<file path="src/rtl/exec_pkg.sv">
// Shared types for the LEGv8 execute stage: ALU opcodes, FSM states and the
// branch-offset shift.
package exec_pkg;

    typedef enum logic [3:0] {
        OP_AND   = 4'b0000,
        OP_OR    = 4'b0001,
        OP_ADD   = 4'b0010,
        OP_SUB   = 4'b0110,
        OP_PASSB = 4'b0111,
        OP_MUL   = 4'b1000,
        OP_NOR   = 4'b1100
    } alu_op_t;

    typedef enum logic [1:0] {
        IDLE = 2'd0,
        MUL  = 2'd1,
        DONE = 2'd2
    } state_t;

    localparam int SHIFT_BR = 2;

endpackage

</file>
<file path="src/rtl/execute_mc_if.sv">
// Operand/control handshake into the execute stage and result handshake out of it.
interface execute_mc_if #(
    parameter int N = 64
);
    logic         in_valid;
    logic         in_ready;
    logic         AluSrc;
    logic [3:0]   AluControl;
    logic [N-1:0] PC_E;
    logic [N-1:0] signImm_E;
    logic [N-1:0] readData1_E;
    logic [N-1:0] readData2_E;
    logic         out_valid;
    logic         out_ready;
    logic [N-1:0] PCBranch_M;
    logic [N-1:0] aluResult_M;
    logic [N-1:0] writeData_M;
    logic         zero_M;

    modport master (
        output in_valid, AluSrc, AluControl, PC_E, signImm_E, readData1_E, readData2_E, out_ready,
        input  in_ready, out_valid, PCBranch_M, aluResult_M, writeData_M, zero_M
    );

    modport slave (
        input  in_valid, AluSrc, AluControl, PC_E, signImm_E, readData1_E, readData2_E, out_ready,
        output in_ready, out_valid, PCBranch_M, aluResult_M, writeData_M, zero_M
    );
endinterface

</file>
<file path="src/rtl/mul_iter.sv">
// Iterative shift-add multiplier: one multiplier bit per clock, N clocks per product.
// product/done are combinational so the final partial sum is usable on the last edge.
module mul_iter #(
    parameter int N = 64
) (
    input  logic         clk,
    input  logic         reset,
    input  logic         flush,
    input  logic         start,
    input  logic [N-1:0] A,
    input  logic [N-1:0] B,
    output logic         done,
    output logic [N-1:0] product
);
    localparam int CW = $clog2(N + 1);

    logic [N-1:0]  a_r;
    logic [N-1:0]  b_r;
    logic [N-1:0]  acc_r;
    logic [N-1:0]  acc_next_s;
    logic [CW-1:0] cnt_r;
    logic          run_r;

    // Partial sum after the current iteration; a_r already holds A<<counter.
    always_comb begin
        acc_next_s = acc_r;
        if (b_r[0]) begin
            acc_next_s = acc_r + a_r;
        end else begin
            acc_next_s = acc_r;
        end
    end

    assign done    = run_r && (cnt_r == CW'(N - 1));
    assign product = acc_next_s;

    // Operand shifters, accumulator and iteration counter.
    always_ff @(posedge clk or negedge reset) begin
        if (!reset) begin
            a_r   <= {N{1'b0}};
            b_r   <= {N{1'b0}};
            acc_r <= {N{1'b0}};
            cnt_r <= {CW{1'b0}};
            run_r <= 1'b0;
        end else if (flush) begin
            cnt_r <= {CW{1'b0}};
            run_r <= 1'b0;
        end else if (start) begin
            a_r   <= A;
            b_r   <= B;
            acc_r <= {N{1'b0}};
            cnt_r <= {CW{1'b0}};
            run_r <= 1'b1;
        end else if (run_r) begin
            acc_r <= acc_next_s;
            a_r   <= {a_r[N-2:0], 1'b0};
            b_r   <= {1'b0, b_r[N-1:1]};
            cnt_r <= done ? {CW{1'b0}} : cnt_r + CW'(1);
            run_r <= !done;
        end
    end

endmodule

</file>
<file path="src/rtl/execute_mc.sv">
// LEGv8 execute stage between ID/EX and EX/MEM: single-cycle ALU, branch target,
// iterative multiply, valid/ready flow control with registered outputs and flush.
module execute_mc
    import exec_pkg::*;
#(
    parameter int N      = 64,
    parameter bit MUL_EN = 1'b1
) (
    input  logic          clk,
    input  logic          reset,
    input  logic          flush,
    output logic          busy,
    execute_mc_if.slave   bus
);
    state_t       state_r;
    state_t       state_next_s;
    alu_op_t      alu_op_s;
    logic [N-1:0] b_op_s;
    logic [N-1:0] alu_res_s;
    logic         is_mul_s;
    logic         in_ready_s;
    logic         accept_s;
    logic         mul_start_s;
    logic         mul_done_s;
    logic [N-1:0] mul_prod_s;
    logic         out_valid_r;
    logic [N-1:0] pcb_r;
    logic [N-1:0] alu_r;
    logic [N-1:0] wd_r;
    logic         zero_r;

    assign alu_op_s = alu_op_t'(bus.AluControl);
    assign b_op_s   = bus.AluSrc ? bus.signImm_E : bus.readData2_E;
    assign is_mul_s = MUL_EN && (alu_op_s == OP_MUL);

    // Single-cycle ALU; MUL and unknown codes yield zero here.
    always_comb begin
        alu_res_s = {N{1'b0}};
        case (alu_op_s)
            OP_AND:   alu_res_s = bus.readData1_E & b_op_s;
            OP_OR:    alu_res_s = bus.readData1_E | b_op_s;
            OP_ADD:   alu_res_s = bus.readData1_E + b_op_s;
            OP_SUB:   alu_res_s = bus.readData1_E - b_op_s;
            OP_PASSB: alu_res_s = b_op_s;
            OP_NOR:   alu_res_s = ~(bus.readData1_E | b_op_s);
            default:  alu_res_s = {N{1'b0}};
        endcase
    end

    mul_iter #(.N(N)) u_mul (
        .clk     (clk),
        .reset   (reset),
        .flush   (flush),
        .start   (mul_start_s),
        .A       (bus.readData1_E),
        .B       (b_op_s),
        .done    (mul_done_s),
        .product (mul_prod_s)
    );

    // FSM state register.
    always_ff @(posedge clk or negedge reset) begin
        if (!reset) begin
            state_r <= IDLE;
        end else begin
            state_r <= state_next_s;
        end
    end

    // FSM next-state logic; flush wins over every other condition.
    always_comb begin
        state_next_s = state_r;
        if (flush) begin
            state_next_s = IDLE;
        end else begin
            case (state_r)
                IDLE:    state_next_s = (accept_s && is_mul_s) ? MUL : IDLE;
                MUL:     state_next_s = mul_done_s ? DONE : MUL;
                DONE:    state_next_s = bus.out_ready ? IDLE : DONE;
                default: state_next_s = IDLE;
            endcase
        end
    end

    // FSM outputs: in_ready depends only on state and downstream, never on in_valid.
    always_comb begin
        in_ready_s  = (state_r == IDLE) && (!out_valid_r || bus.out_ready);
        busy        = (state_r != IDLE);
        accept_s    = bus.in_valid && in_ready_s && !flush;
        mul_start_s = accept_s && is_mul_s;
    end

    // Result valid flag.
    always_ff @(posedge clk or negedge reset) begin
        if (!reset) begin
            out_valid_r <= 1'b0;
        end else if (flush) begin
            out_valid_r <= 1'b0;
        end else if (accept_s) begin
            out_valid_r <= !is_mul_s;
        end else if ((state_r == MUL) && mul_done_s) begin
            out_valid_r <= 1'b1;
        end else if (bus.out_ready) begin
            out_valid_r <= 1'b0;
        end
    end

    // Result data; branch target and store data are captured at accept even for MUL.
    always_ff @(posedge clk or negedge reset) begin
        if (!reset) begin
            pcb_r  <= {N{1'b0}};
            alu_r  <= {N{1'b0}};
            wd_r   <= {N{1'b0}};
            zero_r <= 1'b0;
        end else if (accept_s) begin
            pcb_r <= bus.PC_E + (bus.signImm_E << SHIFT_BR);
            wd_r  <= bus.readData2_E;
            if (!is_mul_s) begin
                alu_r  <= alu_res_s;
                zero_r <= (alu_res_s == {N{1'b0}});
            end
        end else if ((state_r == MUL) && mul_done_s && !flush) begin
            alu_r  <= mul_prod_s;
            zero_r <= (mul_prod_s == {N{1'b0}});
        end
    end

    assign bus.in_ready    = in_ready_s;
    assign bus.out_valid   = out_valid_r;
    assign bus.PCBranch_M  = pcb_r;
    assign bus.aluResult_M = alu_r;
    assign bus.writeData_M = wd_r;
    assign bus.zero_M      = zero_r;

endmodule

</file>
<file path="src/flat_wrapper.sv">
// flat-port wrapper written by rule: the top's interface ports become plain ports
module execute_mc_flat import exec_pkg::*;
#(
    parameter int N      = 64,
    parameter bit MUL_EN = 1'b1
)
  (clk, reset, flush, busy, bus_in_valid, bus_AluSrc, bus_AluControl, bus_PC_E, bus_signImm_E, bus_readData1_E, bus_readData2_E, bus_out_ready, bus_in_ready, bus_out_valid, bus_PCBranch_M, bus_aluResult_M, bus_writeData_M, bus_zero_M);
  execute_mc_if #(.N(N)) bus_i ();
  input  logic clk;
  input  logic reset;
  input  logic flush;
  output logic busy;
  input wire logic [$bits(bus_i.in_valid)-1:0] bus_in_valid;
  input wire logic [$bits(bus_i.AluSrc)-1:0] bus_AluSrc;
  input wire logic [$bits(bus_i.AluControl)-1:0] bus_AluControl;
  input wire logic [$bits(bus_i.PC_E)-1:0] bus_PC_E;
  input wire logic [$bits(bus_i.signImm_E)-1:0] bus_signImm_E;
  input wire logic [$bits(bus_i.readData1_E)-1:0] bus_readData1_E;
  input wire logic [$bits(bus_i.readData2_E)-1:0] bus_readData2_E;
  input wire logic [$bits(bus_i.out_ready)-1:0] bus_out_ready;
  output wire logic [$bits(bus_i.in_ready)-1:0] bus_in_ready;
  output wire logic [$bits(bus_i.out_valid)-1:0] bus_out_valid;
  output wire logic [$bits(bus_i.PCBranch_M)-1:0] bus_PCBranch_M;
  output wire logic [$bits(bus_i.aluResult_M)-1:0] bus_aluResult_M;
  output wire logic [$bits(bus_i.writeData_M)-1:0] bus_writeData_M;
  output wire logic [$bits(bus_i.zero_M)-1:0] bus_zero_M;
  assign bus_i.in_valid = bus_in_valid;
  assign bus_i.AluSrc = bus_AluSrc;
  assign bus_i.AluControl = bus_AluControl;
  assign bus_i.PC_E = bus_PC_E;
  assign bus_i.signImm_E = bus_signImm_E;
  assign bus_i.readData1_E = bus_readData1_E;
  assign bus_i.readData2_E = bus_readData2_E;
  assign bus_i.out_ready = bus_out_ready;
  assign bus_in_ready = bus_i.in_ready;
  assign bus_out_valid = bus_i.out_valid;
  assign bus_PCBranch_M = bus_i.PCBranch_M;
  assign bus_aluResult_M = bus_i.aluResult_M;
  assign bus_writeData_M = bus_i.writeData_M;
  assign bus_zero_M = bus_i.zero_M;
  execute_mc #(.N(N), .MUL_EN(MUL_EN)) u_core (.clk(clk), .reset(reset), .flush(flush), .busy(busy), .bus(bus_i));
endmodule
</file>
<file path="config.mk">
export PLATFORM = sky130hd
export DESIGN_NAME = execute_mc_flat
export DESIGN_NICKNAME = d
export VERILOG_FILES = /design/src/rtl/exec_pkg.sv /design/src/rtl/execute_mc_if.sv /design/src/rtl/mul_iter.sv /design/src/rtl/execute_mc.sv /design/src/flat_wrapper.sv
export SDC_FILE = /design/constraint.sdc
export NUM_CORES = 2
export LEC_CHECK = 0
export CAP_MARGIN = 40
export CORE_MARGIN = 5
export CORE_UTILIZATION = 61
export CTS_CLUSTER_SIZE = 40
export DETAILED_ROUTE_END_ITERATION = 12
export GPL_TIMING_DRIVEN = 0
export PLACE_DENSITY = 0.88
export SYNTH_ARGS = -nofsm -noshare
export SYNTH_HDL_FRONTEND = slang
export SYNTH_HIERARCHICAL = 1
export SYNTH_SLANG_ARGS = --single-unit
</file>
<file path="constraint.sdc">
create_clock -name clk -period 8.76 [get_ports clk]
set_input_delay 2.19 -clock clk [delete_from_list [all_inputs] [get_ports clk]]
set_output_delay 2.19 -clock clk [all_outputs]
set_load 0.01 [all_outputs]
</file>
==> results.toml <==
[global_routing]
antenna_found_initial = 9
grt_max_degree = 120
grt_first_pass_wirelength_um = 206900
grt_usage_pct = 44.64
grt_pass1_vias = 35030
grt-ovfl-total = 0

[finish]
final_core_util_pct = 75.97
postLayoutCellArea_um2 = 41040
synthToLayoutAreaGrowth_pct = 22.90
stdcell_count = 5422
layout.cells.most_common_list = "731 x nand2_1, 456 x clkdlybuf4s50_1, 452 x o21ai_0"
final_common_cell = "nand2_1"
final_nets = 5144
layout-drive-gt1-share_pct = 6.954

[timing]
worstMarginPinSlew_ns = 1.043
finalSetupViolations = 0
maxSlewViolCount = 0
hold_slack_ns = 0.4729
slew-limit-headroom_pct = 30.47
max_freq_ghz = 0.1142
skew_ns = 0.01237
rsz0062_at_grt = "yes"
fin_ws_ns = 0.002015
fin_crit_sh_pct = 99.98
hold_viol_final = 0
finalCriticalPeriod_ns = 8.758

[die]
start_util_pct = 61.81
dieHeight_um = 244.0
core_um2 = 54030
die-area_um2 = 59520
die_w_um = 244.0
num_rows = 85
ios = 462

[place]
hpwl_um = 111200
io_buffers = 459
pre_cts_slack_ns = -2.104
place.gp.congestion = 1.036
dp.cells = 5337
post_dp_cell_area_um2 = 39200

[power]
clockPowerShare_pct = 32.9
net-switching-power_mw = 2.193
p_int_mw = 4.182
power.leakage_nw = 17.54
switching_share_pct = 34.39
p_seq_share_pct = 33.3
ir_worst_vdd_mv = 0.1590
p_comb_share_pct = 33.8
p_per_area_nw_per_um2 = 155.3

[synth]
syn_inst = 4158
ys_warn_count = 6
synth_mux_area_share_pct = 8.052
syn_area_um2 = 33390
synth_xor_area_share_pct = 5.849
synth-edff-count = 0
syn_avg_cell_area_um2 = 8.031
ys_async_sr_fraction_pct = 100.0
yosys.area_share.simple_pct = 19.03
synth-adder-area-share_pct = 9.194
syn_nets = 4618
synth_compound_area_share_pct = 24.11
synth_cell_types = 104
synth_top_family_by_area = "compound AO/OA/AOI/OAI gates"
synth_ff_type = "dfrtp_1"
ys_seq_area_share_pct = 29.67
ys_ff_latch = 396

[setup_path]
crit_required_ns = 9.29
r2r_end = "u_core/u_mul/acc_r[54]"
cp_num_cells = 28
endpoint_kind = "flop"
r2r_cells = 18
cp_top_family = "simple AND/OR/NAND/NOR gates"
worstPathArrival_ns = 9.29
critPathCapture = "u_core/bus.zero_M"
reg2reg_from = "u_core/bus.out_valid"
timing.critical_path.slowest_stage_cell = "or3_4"
path_class = "primary input to flop"
slowest_delay_ns = 0.43
r2r_slack_ns = 1.90
start_kind = "primary input"
crit_start = "bus_AluSrc"
cp_max_fo = 19
critPathBufInv = 5

[route]
drt_iter0_drc = 4859
dr_total_vias = 36660
drtPass1Iterations = 6
drc = 0
wl_um = 140300
wire_per_inst_um = 25.88
ant_nets = 0
vias_per_cell = 6.762

[job]
maxCapViolCount = 0

[run_status]
status = "finished, final reports clean"

[clock_tree]
clock_path_buffers = 3
cts_sinks = 396
cts_made_buffers = 46
cts-htree-levels = 2
root_buffer = "clkbuf_16"
clkTransAtPathRegs_ns = 0.06
postCtsHoldBufs = 0
clock_latency_ns = 0.60
cts_tree = "done"

[hold_path]
min_path_type = "flop to flop"
-- power by group through the flow --
stage	registers (mW)	logic [mW]	clock network [mW]
after floorplan	2.21	1.03	0
after global placement	2.15	2.02	0
after detailed placement	2.15	2.06	0
after CTS	2.12	2.08	2.10
after global routing	2.14	2.28	2.18
final	2.12	2.15	2.10
-- metrics by stage --
step	total power, mW	setup TNS (ns)
after floorplan	3.236	0
after global placement	4.171	-4943.57
after detailed placement	4.210	-45.16
after CTS	6.304	0
after global routing	6.607	-0.1166
final	6.375	0
-- repair_timing --
item                                    CTS  global route
cloned                                    0             0
resized for setup                        34            35
buffers inserted                          4             0
endpoints found under the setup margin   37             9
pin swaps                                 3             3
-- synth_stat cells, types with 39 or more instances --
library cell  count  share of area (%)
xnor2_1         133                3.5
dfrtp_1         396                 30
maj3_1           53                1.6
a21oi_1         320                4.8
inv_1            80               0.90
a21o_1          110                2.5
clkbuf_1        209                2.3
nand4_1          78                1.5
nor3_1           87                1.3
xor2_1           90                2.4
ha_1            191                7.2
mux2_2           66                2.2
o21a_1           39               0.88
mux2i_1         179                5.4
nor2_1          214                2.4
o21ai_0         454                6.8
nand2_1         733                8.2
nand3_1          39               0.58
-- worst min-delay path by stage --
stage | startpoint | end | slack [ns] | cells past startpoint
after detailed placement | u_core/bus.writeData_M[7] | u_core/bus.writeData_M[7] | 0.46 | 2
after floorplan | u_core/u_mul/b_r[10] | u_core/u_mul/b_r[10] | 0.45 | 2
after global routing | u_core/bus.writeData_M[8] | u_core/bus.writeData_M[8] | 0.50 | 2
after global placement | u_core/bus.writeData_M[6] | u_core/bus.writeData_M[6] | 0.46 | 2
final | u_core/bus.writeData_M[7] | u_core/bus.writeData_M[7] | 0.47 | 2
after CTS | u_core/bus.writeData_M[7] | u_core/bus.writeData_M[7] | 0.48 | 2
-- layout make-up --
cell class	count	area (µm²)
antenna	9	22.52
buffer	245	1027
clock buffer	59	1301
clock inverter	22	310.3
fill	3959	12980
inverter	88	330.3
multi-input combinational	3416	22280
sequential	396	9910
tap	696	870.8
timing repair buffer	491	4987
-- worst register-to-register path, stage by stage (launching register included) --
cell,delay (ns)
dfrtp_1,0.34
nor2b_1,0.25
nor2_1,0.10
nand3b_1,0.37
clkbuf_1,0.36
buf_6,0.23
clkbuf_1,0.15
buf_6,0.21
nor2_1,0.14
clkbuf_1,0.36
nor2_1,0.29
or2_2,0.16
clkbuf_1,0.60
clkbuf_1,0.56
clkbuf_1,0.69
clkbuf_1,0.78
clkbuf_1,0.85
nand2_1,0.16
o21ai_0,0.16
-- flip-flops by register name, summed over array words and instances, names as in the netlist --
name	count
u_core/u_mul/b_r	64
u_core/state_r	2
u_core/bus.out_valid	1
u_core/bus.writeData_M	64
u_core/bus.aluResult_M	64
u_core/u_mul/acc_r	64
u_core/u_mul/cnt_r	7
u_core/bus.zero_M	1
u_core/u_mul/run_r	1
u_core/bus.PCBranch_M	64
u_core/u_mul/a_r	64
-- cell families (layout without fill, tap and decap cells) --
group           after synthesis  after routing
buf+inv                     346            905
simple gates               1388           1388
fa+ha+maj                   255            255
compound gates             1295           1295
flops                       396            396
other cells                   0              9
xor+xnor                    223            223
mux                         255            255
-- metal layers --
layer | track usage (%) | up-vias | wire length [µm]
met5 | 0 | - | 29
met4 | 27.25 | 4 | 10490
met3 | 13.08 | 625 | 17490
met2 | 69.52 | 2654 | 61150
met1 | 54.91 | 17270 | 51160
li1 | - | 16110 | -
(Power assumes the default switching activity.)
